`src/rtl/div_pkg.sv`:
```
// Shared types and constants for the divider result BCD stage.
// Holds FSM state encoding, default widths and the divide-by-zero digit code.
package div_pkg;

  typedef enum logic [1:0] {
    IDLE  = 2'd0,
    SHIFT = 2'd1,
    DONE  = 2'd2
  } state_t;

  localparam int         DIV_WIDTH  = 8;
  localparam int         BCD_DIGITS = 3;
  localparam logic [3:0] DBZ_DIGIT  = 4'hF;

endpackage

```
`src/rtl/bcd_dabble_step.sv`:
```
// One combinational double-dabble step: add 3 to every digit >= 5, then shift {bcd,bin} left.
// Ports: bcd/bin in, bcd_next/bin_next out.
module bcd_dabble_step #(
  parameter int WIDTH  = 8,
  parameter int DIGITS = 3
) (
  input  logic [4*DIGITS-1:0] bcd,
  input  logic [WIDTH-1:0]    bin,
  output logic [4*DIGITS-1:0] bcd_next,
  output logic [WIDTH-1:0]    bin_next
);

  logic [4*DIGITS-1:0]       adj;
  logic [4*DIGITS+WIDTH-1:0] cat;

  always_comb begin
    adj = bcd;
    for (int i = 0; i < DIGITS; i++) begin
      if (bcd[4*i +: 4] >= 4'd5)
        adj[4*i +: 4] = bcd[4*i +: 4] + 4'd3;
    end
  end

  // The top bit of the widest digit falls off; with enough digits it is always zero.
  assign cat = {adj, bin} << 1;
  assign {bcd_next, bin_next} = cat;

endmodule

```
`src/rtl/div_result_bcd.sv`:
```
// Divider result stage: converts the quotient (and optionally the remainder) to packed BCD.
// Ports: clk, rst, in_valid/in_ready + quotient/remainder/div_by_zero in,
// out_valid/out_ready + q_bcd/r_bcd/out_dbz out. DIV_REM_BCD_EN adds the r_bcd path.
module div_result_bcd
  import div_pkg::*;
#(
  parameter int WIDTH  = DIV_WIDTH,
  parameter int DIGITS = BCD_DIGITS
) (
  input  logic                clk,
  input  logic                rst,
  input  logic                in_valid,
  output logic                in_ready,
  input  logic [WIDTH-1:0]    quotient,
  input  logic [WIDTH-1:0]    remainder,
  input  logic                div_by_zero,
  output logic                out_valid,
  input  logic                out_ready,
  output logic [4*DIGITS-1:0] q_bcd,
`ifdef DIV_REM_BCD_EN
  output logic [4*DIGITS-1:0] r_bcd,
`endif
  output logic                out_dbz
);

  localparam int CW = (WIDTH > 2) ? $clog2(WIDTH) : 1;
  localparam logic [CW-1:0] CNT_MAX = CW'(WIDTH - 1);
  localparam logic [4*DIGITS-1:0] DBZ_CODE = {DIGITS{DBZ_DIGIT}};

  state_t              state;
  logic [CW-1:0]       cnt;
  logic [WIDTH-1:0]    q_bin;
  logic [WIDTH-1:0]    q_bin_nx;
  logic [4*DIGITS-1:0] q_bcd_nx;

  assign in_ready  = (state == IDLE);
  assign out_valid = (state == DONE);

  bcd_dabble_step #(.WIDTH(WIDTH), .DIGITS(DIGITS)) u_q_step (
    .bcd      (q_bcd),
    .bin      (q_bin),
    .bcd_next (q_bcd_nx),
    .bin_next (q_bin_nx)
  );

`ifdef DIV_REM_BCD_EN
  logic [WIDTH-1:0]    r_bin;
  logic [WIDTH-1:0]    r_bin_nx;
  logic [4*DIGITS-1:0] r_bcd_nx;

  bcd_dabble_step #(.WIDTH(WIDTH), .DIGITS(DIGITS)) u_r_step (
    .bcd      (r_bcd),
    .bin      (r_bin),
    .bcd_next (r_bcd_nx),
    .bin_next (r_bin_nx)
  );

  always_ff @(posedge clk) begin
    if (rst) begin
      r_bin <= '0;
      r_bcd <= '0;
    end else if (state == IDLE && in_valid) begin
      r_bin <= remainder;
      r_bcd <= div_by_zero ? DBZ_CODE : '0;
    end else if (state == SHIFT) begin
      r_bin <= r_bin_nx;
      r_bcd <= r_bcd_nx;
    end
  end
`else
  logic unused_rem;
  assign unused_rem = ^remainder;
`endif

  always_ff @(posedge clk) begin
    if (rst) begin
      state   <= IDLE;
      cnt     <= '0;
      q_bin   <= '0;
      q_bcd   <= '0;
      out_dbz <= 1'b0;
    end else begin
      case (state)
        IDLE: begin
          if (in_valid) begin
            q_bin   <= quotient;
            out_dbz <= div_by_zero;
            cnt     <= CNT_MAX;
            if (div_by_zero) begin
              q_bcd <= DBZ_CODE;
              state <= DONE;
            end else begin
              q_bcd <= '0;
              state <= SHIFT;
            end
          end
        end
        SHIFT: begin
          q_bin <= q_bin_nx;
          q_bcd <= q_bcd_nx;
          cnt   <= cnt - 1'b1;
          if (cnt == '0)
            state <= DONE;
        end
        DONE: begin
          if (out_ready)
            state <= IDLE;
        end
        default: state <= IDLE;
      endcase
    end
  end

endmodule

```
`config.mk`:
```
export PLATFORM = sky130hd
export DESIGN_NAME = div_result_bcd
export DESIGN_NICKNAME = d
export VERILOG_FILES = /design/src/rtl/div_pkg.sv /design/src/rtl/bcd_dabble_step.sv /design/src/rtl/div_result_bcd.sv
export SDC_FILE = /design/constraint.sdc
export NUM_CORES = 1
export LEC_CHECK = 0
export BUFFER_PORTS_ARGS = -buffer_cell sky130_fd_sc_hd__buf_4
export CORE_AREA = 2 2 71 90
export DETAILED_ROUTE_END_ITERATION = 16
export DIE_AREA = 0 0 73 92
export GPL_TIMING_DRIVEN = 0
export PLACE_DENSITY = 0.43
export SYNTH_ARGS = -nofsm -noshare
export SYNTH_HDL_FRONTEND = slang
export SYNTH_HIERARCHICAL = 1
export SYNTH_SLANG_ARGS = --single-unit
export TNS_END_PERCENT = 20
```
`constraint.sdc`:
```
create_clock -name clk -period 1.8 [get_ports clk]
set_input_delay 0.36 -clock clk [delete_from_list [all_inputs] [get_ports clk]]
set_output_delay 0.36 -clock clk [all_outputs]
set_load 0.03 [all_outputs]
```
# Word level (Yosys, flattened, before mapping)
# Index checks and enable logic that the tools add are counted.
# word_totals
wordCells	38
reg_bits	26
# op_classes
order_cmp	3
addsub	4
mux	15
n_eq_ne	5
n_reduce_logical	6
# op_table
cell	count
12-bit two-way mux	2
12-bit case mux with 2 select lines	1
8-bit case mux with 2 select lines	1
4-bit by 3-bit greater-or-equal comparator with 1-bit output (second input constant)	3
4-bit by 2-bit adder with 4-bit output (second input constant)	2
2-bit two-way mux	4
4-bit two-way mux	2
8-bit two-way mux	1
3-bit two-way mux	2
2-bit case mux with 3 select lines	1
3-bit case mux with 2 select lines	1
2-bit inequality test (second input constant)	2
2-bit AND reduction	2
3-bit by 2-bit adder with 3-bit output (second input constant)	1
3-bit logical NOT	1
3-bit AND reduction	1
3-bit by 1-bit subtractor with 3-bit output (second input constant)	1
2-bit by 1-bit equality test with 1-bit output (second input constant)	1
2-bit equality test (second input constant)	1
2-bit logical NOT	1
2-bit by 1-bit inequality test with 1-bit output (second input constant)	1
2-bit nonzero test	1

# Depth between registers and ports, before layout
# depth
ltp_word	3
mapped_depth	7

# Cells and area by module
# The synthesis kept the hierarchy.
# modules_own_cells
mod	seq_area_each_um2	cells_per_inst	area_per_inst_um2	n_inst
div_result_bcd	520.5	118	1112.3	1
bcd_dabble_step	0.0	54	355.3	1

# Worst setup path before layout
# OpenSTA, ideal clock, no wires.
# synth_path
kind	reg2reg
startpoint	register q_bcd[5]
endpoint	register q_bcd[6]
synth_period_minus_slack_ns	1.674
setup_time_ns	0.086
arrival_ns	1.589
path_buffers	0
path_stages_with_launch	8
slack_ns	0.126
path_cell_list	dfxtp_1 -> inv_1 -> ha_1 -> nand2b_1 -> a21oi_2 -> mux2i_1 -> nand2_1 -> a211oi_1
# synth_via
elab_chain_cells	3
elab_cells_between_ends	4
# synth_lines
element	line_no	text
from (decl)	div_result_bcd.sv:19	output logic [4*DIGITS-1:0] q_bcd,
from (signal assigned)	div_result_bcd.sv:100	q_bcd <= q_bcd_nx;
4-bit by 2-bit adder with 4-bit output or 4-bit by 3-bit greater-or-equal comparator with 1-bit output (tied branches)	bcd_dabble_step.sv:20, bcd_dabble_step.sv:19	
4-bit two-way mux *	bcd_dabble_step.sv:19	if (bcd[4*i +: 4] >= 4'd5)
net q_bcd_nx[6]	div_result_bcd.sv:34	logic [4*DIGITS-1:0] q_bcd_nx;
12-bit case mux with 2 select lines *	div_result_bcd.sv:83	case (state)
# Mark *: on every way through the listed nets, which the timed path passes. The rest lies on a longest branch.
# A chain may end at the register's enable or synchronous reset.

# Final worst setup path
# Ends and elaborated chain as after synthesis.

==> summary.md <==
| Metric | Value |
|---|---|
| DRC | `0` |
| WL/cell | `11.7 microns` |
| Total track usage | `10.4%` |
| Peak VDD IR | `256 uV` |
| Asr flop ratio synth | `0%` |
| CTS tree | `yes` |
| Synth unique cells | `27` |
| First-pass GRT wire length | `5530 microns` |
| DP Cell Count | `266` |
| Cell Pwr Density | `879 mW/mm^2` |
| Largest family of logic cells by synthesized area | `compound AO/OA/AOI/OAI gates` |
| Relative slew margins | `between 60% and 70%` |
| Simple-gate portion of the synthesized area | `15.3%` |
| Chip Height | `a little over 90 microns` |
| # Max-Cap Violations | `0` |
| Core area | `0.00597 sq mm` |
| XOR/XNOR share of the synthesized area | `1.79%` |
| Vias per inst | `4.43` |
| Hold_buf cts | `0` |
| Latest clock arrival within the worst-skew pair | `270 ps` |
| Port Buffers | `26` |
| # IOs | `36` |
| DPL Wire Length | `roughly 2300 microns` |
| Final Hold Viols | `0` |
| # fillers | `651` |
| HP Class | `input port to flop` |
| Synth Area in Adders | `6.82%` |
| Detailed-route via count | `1196` |
| Vias in the first global route | `1188` |
| Critical path arrival | `1760 ps` |
| Worst setup SP type | `flop` |
| Full die area | `0.00672 sq mm` |
| Synth Net Count | `201` |
| Unrepaired setup endpoints after global routing | `false` |
| P_leak | `0.776 nW` |
| Routability cong. | `0.677` |
| WHS Path Cells | `3` |
| Yosys warns | `6` |
| Share of post-route cells with drive strength above 1 | `25.7%` |
| Critical path peak fanout | `4` |
| Netlist Area Pre-Place | `0.00147 sq mm` |
| Sinks on Clock Net | `26` |
| EDFF count, synth | `0` |
| Synth top area cells | `dfxtp_1 35%, a211oi_1 9.2%, mux2i_1 7.5%` |
| Most common cell after layout, fill and taps aside | `buf_4` |
| Most frequent cells in the layout | `37 x buf_4, 26 x dfxtp_1, 23 x nor2_1, 21 x nand2_1, 18 x a211oi_1` |
| Min Tclk post-route | `1570 ps` |
| Post-synthesis mux area share | `8.27%` |
| Antenna violations before repair | `0` |
| Crit path kind | `flop to flop` |
| Post-synth top area cell | `dfxtp_1` |
| Hold Path End | `out_dbz` |
| N_diodes | `0` |
| Mapped Cells | `approximately 170` |
| CP required | `1990 ps` |
| Syn Area/Cell | `8.53 sq um` |
| Clock skew after layout | `1.62 ps` |
| Post-CTS Setup Bufs | `0` |
| Clock Tree Buf Depth | `2` |
| Reg-to-reg slack, setup | `230 ps` |
| Period utilization | `87.1%` |
| Slew Limit Fails | `0` |
| Reg2Reg Depth | `7` |
| Compound-cell area share of the yosys netlist | `19.8%` |
| Drt total wl | `3160 microns` |
| Post-CTS sizing | `0` |
| Max Freq | `~640 MHz` |
| 1st-iter DRT viols | `33` |
| Non-filler instance count after layout | `270` |
| Final net count | `about 230` |
| Routed Antenna Nets | `0` |
| Setup TNS | `0 ps` |
| Synth Flop Type | `dfxtp_1` |
| Area Growth Syn to Fin | `22.8%` |
| Worst hold start | `in_valid` |
| Top cell type's share of synthesized area | `35.5%` |
| Yosys reg bits | `26` |
| Reg2reg end | `q_bcd[6]` |
| Placed standard-cell area | `0.00175 sq mm` |
| Setup-failing EPs final | `0` |
| Crit end category | `flop` |
| Initial core utilization | `about a quarter` |
| H-tree levels | `1` |
| Clock slew at reported path FFs | `90 ps` |
| Row Count | `32` |
| Num CTS Buffers | `3` |
| Outcome | `finished clean` |
| Die X | `73 microns` |
| Final Cell Area | `0.00180 sq mm` |
| Reg2reg start | `q_bcd[5]` |
| Root buffer cell | `clkbuf_8` |
| Drt first pass iters | `4` |
| Largest net degree at the start of global routing | `15` |
| Final global-route overflow total | `0` |
| Post-synthesis sequential area ratio | `a little over a third` |
| Worst slew pin tran | `564 ps` |
[routing by layer]
| layer | global-route usage, % | vias to the layer above | routed length, microns |
|---|---|---|---|
| li1 | - | 632 | - |
| met3 | 1.43 | 4 | 88 |
| met1 | 12.8 | 539 | 1420 |
| met2 | 17.7 | 21 | 1600 |
| met4 | 4.63 | 0 | 58 |
| met5 | 0 | - | 0 |
[cell families after synthesis]
family	count (synthesis)
buffers and inverters	29
and+or+nand+nor	54
other	1
AOI/OAI and AO/OA	39
muxes	12
DFF	26
adders and majority gates	8
xor gates and xnor gates	3
[report_power, final]
group | internal (mW) | switching, mW | leakage, nW
clock network | 0.196 | 0.187 | 0.0288
registers | 0.638 | 0.0598 | 0.216
logic | 0.232 | 0.272 | 0.532
total | 1.07 | 0.519 | 0.776
[flip-flops by register name, indices dropped and copies added (netlist names)]
name and flops:
state 2, q_bcd 12, out_dbz 1, q_bin 8
cnt 3
[critical path: stages (launching register included)]
cell      delay (ps)
dfxtp_1          380
inv_1             80
ha_1             170
nand2b_1         160
a21oi_2          200
mux2i_1          220
nand2_1           60
a211oi_1         210
[worst max-delay path by stage]
stage | from | end | slack (ps) | depth (start not counted)
3_5_place_dp | q_bcd[5] | q_bcd[6] | 220 | 7
2_1_floorplan | q_bcd[5] | q_bcd[6] | 130 | 7
6_report | q_bcd[5] | q_bcd[6] | 230 | 7
3_3_place_gp | q_bcd[5] | q_bcd[6] | 210 | 7
5_1_grt | q_bcd[5] | q_bcd[6] | 20 | 7
4_1_cts | q_bcd[5] | q_bcd[6] | 190 | 7
[layout make-up]
| class | count | area, sq um | area share [%] |
|---|---|---|---|
| Buffer | 18 | 139 | 7.70 |
| Clock buffer | 4 | 55.1 | 3.05 |
| Inverter | 11 | 41.3 | 2.29 |
| Multi-Input combinational cell | 117 | 767 | 42.5 |
| Sequential cell | 26 | 520 | 28.9 |
| Tap cell | 68 | 85.1 | 4.72 |
| Timing Repair Buffer | 26 | 195 | 10.8 |
[synth_stat cells (2+ instances only)]
master / number
nand2_1: 21
buf_6: 4
dfxtp_1: 26
buf_4: 11
nor2_1: 23
ha_1: 8
a221oi_1: 2
a211oi_1: 18
nor2b_1: 2
o21ai_1: 2
o21ai_0: 2
inv_1: 11
a22oi_1: 3
a21oi_2: 4
clkbuf_1: 3
a21oi_1: 4
xnor2_1: 3
nand2b_1: 6
mux2i_1: 11
[through the flow]
step                util [%]  setup WS, ps  power, mW  hold slack [ps]
finish                  30.2           233       1.59              406
global placement        29.3           208       1.23              455
detailed placement      29.3           221       1.23              462
floorplan                  -           126       1.08              437
CTS                     30.2           193       1.62              400
global route            30.2          21.2       1.71              408
Note: power is estimated with default switching activity, not from simulation.
